$ cat config.mk
export PLATFORM = sky130hd
export DESIGN_NAME = gc_dispenser
export DESIGN_NICKNAME = d
export VERILOG_FILES = /design/src/rtl/gc_dispenser_pkg.sv /design/src/rtl/gc_prefix_alloc.sv /design/src/rtl/gc_dispenser.sv
export SDC_FILE = /design/constraint.sdc
export NUM_CORES = 1
export LEC_CHECK = 0
export BUFFER_PORTS_ARGS = -buffer_cell sky130_fd_sc_hd__buf_2
export CAP_MARGIN = 20
export CORE_UTILIZATION = 57
export DETAILED_ROUTE_END_ITERATION = 10
export GPL_ROUTABILITY_DRIVEN = 0
export GPL_TIMING_DRIVEN = 0
export PLACE_DENSITY = 0.8
export SYNTH_ARGS = -nofsm -noshare
export SYNTH_HDL_FRONTEND = slang
export SYNTH_HIERARCHICAL = 1
export SYNTH_SLANG_ARGS = --single-unit
$ cat constraint.sdc
create_clock -name clk -period 11.5 [get_ports clk]
set_input_delay 1.15 -clock clk [delete_from_list [all_inputs] [get_ports clk]]
set_output_delay 1.15 -clock clk [all_outputs]
set_load 0.05 [all_outputs]
$ cat src/rtl/gc_dispenser_pkg.sv
// Shared types and default sizing for the global-counter dispenser.
//   N_CORE_DEF   : default number of cores (core 0 is the parent)
//   GC_WIDTH_DEF : default signed index width
//   GD_WIDTH_DEF : default signed stride width
//   gcd_state_t  : dispenser FSM state encoding
package gc_dispenser_pkg;

  localparam int unsigned N_CORE_DEF   = 4;
  localparam int unsigned GC_WIDTH_DEF = 32;
  localparam int unsigned GD_WIDTH_DEF = 32;

  typedef enum logic [1:0] {
    IDLE  = 2'd0,
    RUN   = 2'd1,
    DRAIN = 2'd2
  } gcd_state_t;

endpackage

$ cat src/rtl/gc_prefix_alloc.sv
// Combinational prefix-sum allocator for the global-counter dispenser.
// Each core i is offered gc + k_i*gd, where k_i counts the requesters below
// it. Arithmetic is carried in a widened signed domain so candidates never
// wrap before the range test.
// Ports:
//   gc, gd, limit, bounded : current loop registers
//   req_valid              : per-core request vector
//   fork_*                 : incoming fork values (start range test)
//   cand                   : low GC_WIDTH bits of each core's candidate
//   in_range_vec           : per-core candidate range test result
//   next_gc                : gc advanced by the number of granted requests
//   next_in_range          : range test of the advanced (unwrapped) gc
//   fork_in_range          : range test of fork_gc under the fork settings
module gc_prefix_alloc
  import gc_dispenser_pkg::*;
#(
  parameter int unsigned N_CORE   = N_CORE_DEF,
  parameter int unsigned GC_WIDTH = GC_WIDTH_DEF,
  parameter int unsigned GD_WIDTH = GD_WIDTH_DEF
) (
  input  logic signed [GC_WIDTH-1:0]             gc,
  input  logic signed [GD_WIDTH-1:0]             gd,
  input  logic signed [GC_WIDTH-1:0]             limit,
  input  logic                                   bounded,
  input  logic        [N_CORE-1:0]               req_valid,
  input  logic signed [GC_WIDTH-1:0]             fork_gc,
  input  logic signed [GD_WIDTH-1:0]             fork_gd,
  input  logic signed [GC_WIDTH-1:0]             fork_limit,
  input  logic                                   fork_bounded,
  output logic        [N_CORE-1:0][GC_WIDTH-1:0] cand,
  output logic        [N_CORE-1:0]               in_range_vec,
  output logic        [GC_WIDTH-1:0]             next_gc,
  output logic                                   next_in_range,
  output logic                                   fork_in_range
);

  localparam int unsigned KW = $clog2(N_CORE + 1);
  localparam int unsigned CW = GC_WIDTH + GD_WIDTH + KW;

  // Exclusive bound in the direction of the stride; zero stride never fits.
  function automatic logic in_range(input logic signed [CW-1:0]       c,
                                    input logic signed [CW-1:0]       lim,
                                    input logic signed [GD_WIDTH-1:0] step,
                                    input logic                       bnd);
    logic r;
    if (!bnd) begin
      r = 1'b1;
    end else if (step == '0) begin
      r = 1'b0;
    end else if (step[GD_WIDTH-1]) begin
      r = (c > lim);
    end else begin
      r = (c < lim);
    end
    return r;
  endfunction

  logic signed [CW-1:0] gc_x;
  logic signed [CW-1:0] gd_x;
  logic signed [CW-1:0] lim_x;
  logic signed [CW-1:0] fgc_x;
  logic signed [CW-1:0] flim_x;
  logic signed [CW-1:0] next_full;

  // Sign-extend everything into the no-wrap domain.
  assign gc_x   = {{(CW-GC_WIDTH){gc[GC_WIDTH-1]}}, gc};
  assign gd_x   = {{(CW-GD_WIDTH){gd[GD_WIDTH-1]}}, gd};
  assign lim_x  = {{(CW-GC_WIDTH){limit[GC_WIDTH-1]}}, limit};
  assign fgc_x  = {{(CW-GC_WIDTH){fork_gc[GC_WIDTH-1]}}, fork_gc};
  assign flim_x = {{(CW-GC_WIDTH){fork_limit[GC_WIDTH-1]}}, fork_limit};

  // Prefix counts, candidates and grant count in one ordered pass.
  always_comb begin : alloc
    logic [KW-1:0]        k;
    logic [KW-1:0]        g;
    logic signed [CW-1:0] c;
    k            = '0;
    g            = '0;
    c            = '0;
    cand         = '0;
    in_range_vec = '0;
    for (int i = 0; i < N_CORE; i++) begin
      c               = gc_x + gd_x * $signed({{(CW-KW){1'b0}}, k});
      cand[i]         = c[GC_WIDTH-1:0];
      in_range_vec[i] = in_range(c, lim_x, gd, bounded);
      if (req_valid[i]) begin
        if (in_range_vec[i]) begin
          g = g + KW'(1);
        end
        k = k + KW'(1);
      end
    end
    next_full = gc_x + gd_x * $signed({{(CW-KW){1'b0}}, g});
  end

  assign next_gc       = next_full[GC_WIDTH-1:0];
  assign next_in_range = in_range(next_full, lim_x, gd, bounded);
  assign fork_in_range = in_range(fgc_x, flim_x, fork_gd, fork_bounded);

endmodule

$ cat src/rtl/gc_dispenser.sv
// Global-counter (loop-index) dispenser shared by N_CORE cores.
// Hands each requesting core a distinct index gc + k*gd per cycle, supports
// an optional exclusive bound with exhaustion, and joins on child ending.
// Ports:
//   clk, rst          : clock, asynchronous active-high reset
//   issue_fork        : load a new loop (priority over requests)
//   fork_gc/gd/limit  : start index, stride, exclusive bound
//   fork_bounded      : 1 = bounded loop, 0 = unbounded (wraps)
//   req_valid         : per-core index request
//   req_ready         : per-core grant (combinational)
//   gc_assign         : per-core index, valid while req_ready[i]
//   ending            : per-core idle flag, bit 0 ignored
//   exhausted         : bounded loop has run out of indices
//   all_ending        : registered AND of ending[N_CORE-1:1]
//   done              : one-cycle pulse when the loop is complete
//   busy              : FSM not idle
module gc_dispenser
  import gc_dispenser_pkg::*;
#(
  parameter int unsigned N_CORE   = N_CORE_DEF,
  parameter int unsigned GC_WIDTH = GC_WIDTH_DEF,
  parameter int unsigned GD_WIDTH = GD_WIDTH_DEF
) (
  input  logic                                   clk,
  input  logic                                   rst,
  input  logic                                   issue_fork,
  input  logic signed [GC_WIDTH-1:0]             fork_gc,
  input  logic signed [GD_WIDTH-1:0]             fork_gd,
  input  logic signed [GC_WIDTH-1:0]             fork_limit,
  input  logic                                   fork_bounded,
  input  logic        [N_CORE-1:0]               req_valid,
  output logic        [N_CORE-1:0]               req_ready,
  output logic        [N_CORE-1:0][GC_WIDTH-1:0] gc_assign,
  input  logic        [N_CORE-1:0]               ending,
  output logic                                   exhausted,
  output logic                                   all_ending,
  output logic                                   done,
  output logic                                   busy
);

  gcd_state_t                 state;
  gcd_state_t                 state_next;
  logic signed [GC_WIDTH-1:0] gc;
  logic signed [GD_WIDTH-1:0] gd;
  logic signed [GC_WIDTH-1:0] limit;
  logic                       bounded;

  logic [N_CORE-1:0]   in_range_vec;
  logic [GC_WIDTH-1:0] next_gc;
  logic                next_in_range;
  logic                fork_in_range;
  logic                run_exhaust;
  logic                ending_unused;

  // The parent's own ending flag plays no part in the join.
  assign ending_unused = ending[0];

  gc_prefix_alloc #(
    .N_CORE   (N_CORE),
    .GC_WIDTH (GC_WIDTH),
    .GD_WIDTH (GD_WIDTH)
  ) u_alloc (
    .gc            (gc),
    .gd            (gd),
    .limit         (limit),
    .bounded       (bounded),
    .req_valid     (req_valid),
    .fork_gc       (fork_gc),
    .fork_gd       (fork_gd),
    .fork_limit    (fork_limit),
    .fork_bounded  (fork_bounded),
    .cand          (gc_assign),
    .in_range_vec  (in_range_vec),
    .next_gc       (next_gc),
    .next_in_range (next_in_range),
    .fork_in_range (fork_in_range)
  );

  // Bounded loop runs dry after this cycle's grants.
  assign run_exhaust = (state == RUN) && bounded && !next_in_range;

  // State register.
  always_ff @(posedge clk or posedge rst) begin
    if (rst) begin
      state <= IDLE;
    end else begin
      state <= state_next;
    end
  end

  // Next-state logic; a fork wins in every state.
  always_comb begin
    state_next = state;
    if (issue_fork) begin
      state_next = fork_in_range ? RUN : DRAIN;
    end else begin
      case (state)
        RUN: begin
          if (run_exhaust) begin
            state_next = DRAIN;
          end
        end
        DRAIN: begin
          if (all_ending) begin
            state_next = IDLE;
          end
        end
        default: begin
          state_next = state;
        end
      endcase
    end
  end

  // Output logic: grants only in RUN and never in a fork cycle.
  always_comb begin
    req_ready = '0;
    done      = 1'b0;
    busy      = (state != IDLE);
    if ((state == RUN) && !issue_fork) begin
      req_ready = in_range_vec;
    end
    if ((state == DRAIN) && all_ending && !issue_fork) begin
      done = 1'b1;
    end
  end

  // Loop registers and exhaustion flag.
  always_ff @(posedge clk or posedge rst) begin
    if (rst) begin
      gc        <= '0;
      gd        <= '0;
      limit     <= '0;
      bounded   <= 1'b0;
      exhausted <= 1'b0;
    end else if (issue_fork) begin
      gc        <= fork_gc;
      gd        <= fork_gd;
      limit     <= fork_limit;
      bounded   <= fork_bounded;
      exhausted <= !fork_in_range;
    end else begin
      case (state)
        RUN: begin
          gc <= next_gc;
          if (run_exhaust) begin
            exhausted <= 1'b1;
          end
        end
        DRAIN: begin
          if (all_ending) begin
            exhausted <= 1'b0;
          end
        end
        default: begin
          gc <= gc;
        end
      endcase
    end
  end

  // Join on the child cores; a lone parent is always joined.
  if (N_CORE > 1) begin : g_join
    always_ff @(posedge clk or posedge rst) begin
      if (rst) begin
        all_ending <= 1'b0;
      end else begin
        all_ending <= &ending[N_CORE-1:1];
      end
    end
  end else begin : g_solo
    assign all_ending = 1'b1;
  end

endmodule
==> metrics.yaml <==
outcome: "finished, violations left"
violations: "setup timing"
port_buffers: 242
end_kind: "register"
dr.first_iter.drc_count: 2402
wire_per_inst_um: 23.7
core-area_mm2: 0.0423
layout_min_cycle_time_ps: 14470
post-route-period-util_pct: 126
crit_slowest_cell: "fa_1"
cap_violations: 0
start_kind: "input port"
fmax_ghz: 0.0691
tightestPinTransition_ps: 1160
grt_pass1_wl_mm: 135
cts_tree: "done"
syn_avg_cell_area_um2: 8.54
utilization_pct: 72.1
vias: 24287
h-tree-depth: 3
ant_nets: 0
rows: 75
slowest_delay_ps: 580
syn_area_mm2: 0.0247
grt_usage_pct: 40.2
hp-class: "reg2reg"
clockBufferDepth: 2
ys_ff_latch: 100
yosysWarnings: 6
area_growth_pct: 23.6
setup_viol: 26
overflow: 0
synth.distinct_cells: 77
slew_violations: 0
dr.pass1.iters: 9
relSlewSlack_pct: 21.8
initial_core_util_pct: 58.4
hold_viol: 0
cts_root_buf: "clkbuf_16"
rsz0062_at_grt: "yes"
syn_inst: 2890
finClkSkew_ps: 21.3
synth_fp_nets: 3658
io_pins: 244
numCtsBuffers: 9
die_y_um: 210
synth_top_area_share_pct: 25.1
ys.flop_type: "dfrtp_1"
synth.area.top_cells: "ha_1 25%, fa_1 13%, dfrtp_1 10%, inv_1 7.6%, and2_1 5.9%"
fin_nets: 4029
clkTransAtPathRegs_ps: 80
clkLatencyLatePin_ps: 410
die_w_um: 210
die_area_mm2: 0.0442
hold_buffers: 0
fin_ws_ps: -2970
grt_max_degree: 61
async_reset_ff_share_pct: 100
drc: 0
synth_seq_area_share_pct: 10.1
criticalPathCategory: "in2reg"
cts.sinks: 100
drive_above_1_share_pct: 27.1
worst_ep_arrival_time_ps: 14750
routed_via_density: 6.31
synth_area_leader_cell: "ha_1"
place_ws_ps: -5560
antenna_found_initial: 5
synth_edf_count: 0
critPathRequiredTime_ps: 11770
first_global_vias: 24641
wl_mm: 91.0
crit_fanout: 10
dp_hpwl_mm: 69.2
[through the flow]
step	instances	hold WS [ps]	TNS [ps]	cell area (µm²)
2_1_floorplan	2890	479	-2810	25900
3_3_place_gp	3709	489	-98640	27800
3_5_place_dp	3711	496	-103460	27800
4_1_cts	3812	513	-13330	29900
5_1_grt	3845	521	-29380	30500
6_report	3847	513	-24560	30500
[routing by layer]
| metal | GRT usage, % | share of wire [%] |
|---|---|---|
| met5 | 0 | 0 |
| met4 | 32.0 | 9.4 |
| met3 | 10.0 | 10 |
| met2 | 64.2 | 44 |
| met1 | 45.9 | 36 |
[Yosys cell counts (38+ instances only)]
master / number
a21o_1: 111
mux2_2: 126
buf_4: 38
fa_1: 165
nor2b_1: 63
xor2_1: 40
nor2_1: 85
ha_1: 495
nand2_1: 99
and2_1: 231
a21oi_1: 183
dfrtp_1: 100
xnor2_1: 82
nand3_1: 47
inv_1: 497
nand4_1: 51
o21ai_0: 85
[logic make-up after synthesis]
group / synth area share (%)
buffers and inverters: 9.50
AND/OR/NAND/NOR: 17.0
XOR/XNOR: 4.46
flip-flops: 10.1
multiplexers: 6.17
adder cells (fa/ha/maj): 38.5
AO/OA/AOI/OAI: 14.3
[flip-flops by register name (all words and copies together), names as in the netlist]
register    count
gc             32
gd             32
limit          32
state           2
all_ending      1
bounded         1
[what timing repair did]
item	CTS	global route
gates cloned	1	0
gates resized for setup	196	79
hold endpoints to repair	0	0
buffers inserted	85	31
endpoints found under the setup margin	34	29
pin swaps	152	81
[placed cells by master (no fill, tap or decap), types with 42 or more instances in the layout]
cell type,Yosys,routed
a21o_1,111,111
a21oi_1,183,149
and2_1,231,217
and2_4,28,42
buf_2,7,248
buf_4,38,129
dfrtp_1,100,100
fa_1,165,161
ha_1,495,439
ha_4,0,50
inv_1,497,476
mux2_2,126,121
nand2_1,99,92
nand3_1,47,44
nand4_1,51,51
nor2_1,85,78
nor2b_1,63,58
o21ai_0,85,65
xnor2_1,82,47
[final timing paths]
check / slack (ps) / endpoint / from / cells after the start
setup / recovery: -2970 / state[0] / req_valid[0] / 64
hold / removal: 510 / limit[18] / limit[18] / 1
setup reg to reg: -2590 / state[0] / gd[3] / 63
hold reg to reg: 510 / limit[18] / limit[18] / 1
max in group asynchronous: 9820 / limit[17] / rst / 3
min in group asynchronous: 930 / all_ending / rst / 2
[layout make-up]
| class | instances | area, µm² |
|---|---|---|
| Antenna cell | 4 | 10.0 |
| Clock buffer | 10 | 229 |
| Sequential cell | 100 | 2500 |
| Multi-Input combinational cell | 2213 | 22200 |
| Fill cell | 2963 | 11800 |
| Tap cell | 577 | 722 |
| Buffer | 79 | 673 |
| Timing Repair Buffer | 361 | 2300 |
| Clock inverter | 6 | 57.6 |
| Inverter | 497 | 1870 |
[critical path: cells and delay by family]
family	cells	cell delay [ps]
muxes	1	250
buffers and inverters	13	1850
and+or+nand+nor	17	3390
AOI/OAI and AO/OA	19	3430
xor gates and xnor gates	4	770
adders and majority gates	10	3860
Power is not shown: default switching activity piles up to over one toggle a cycle in this logic, so the estimate is an artifact.
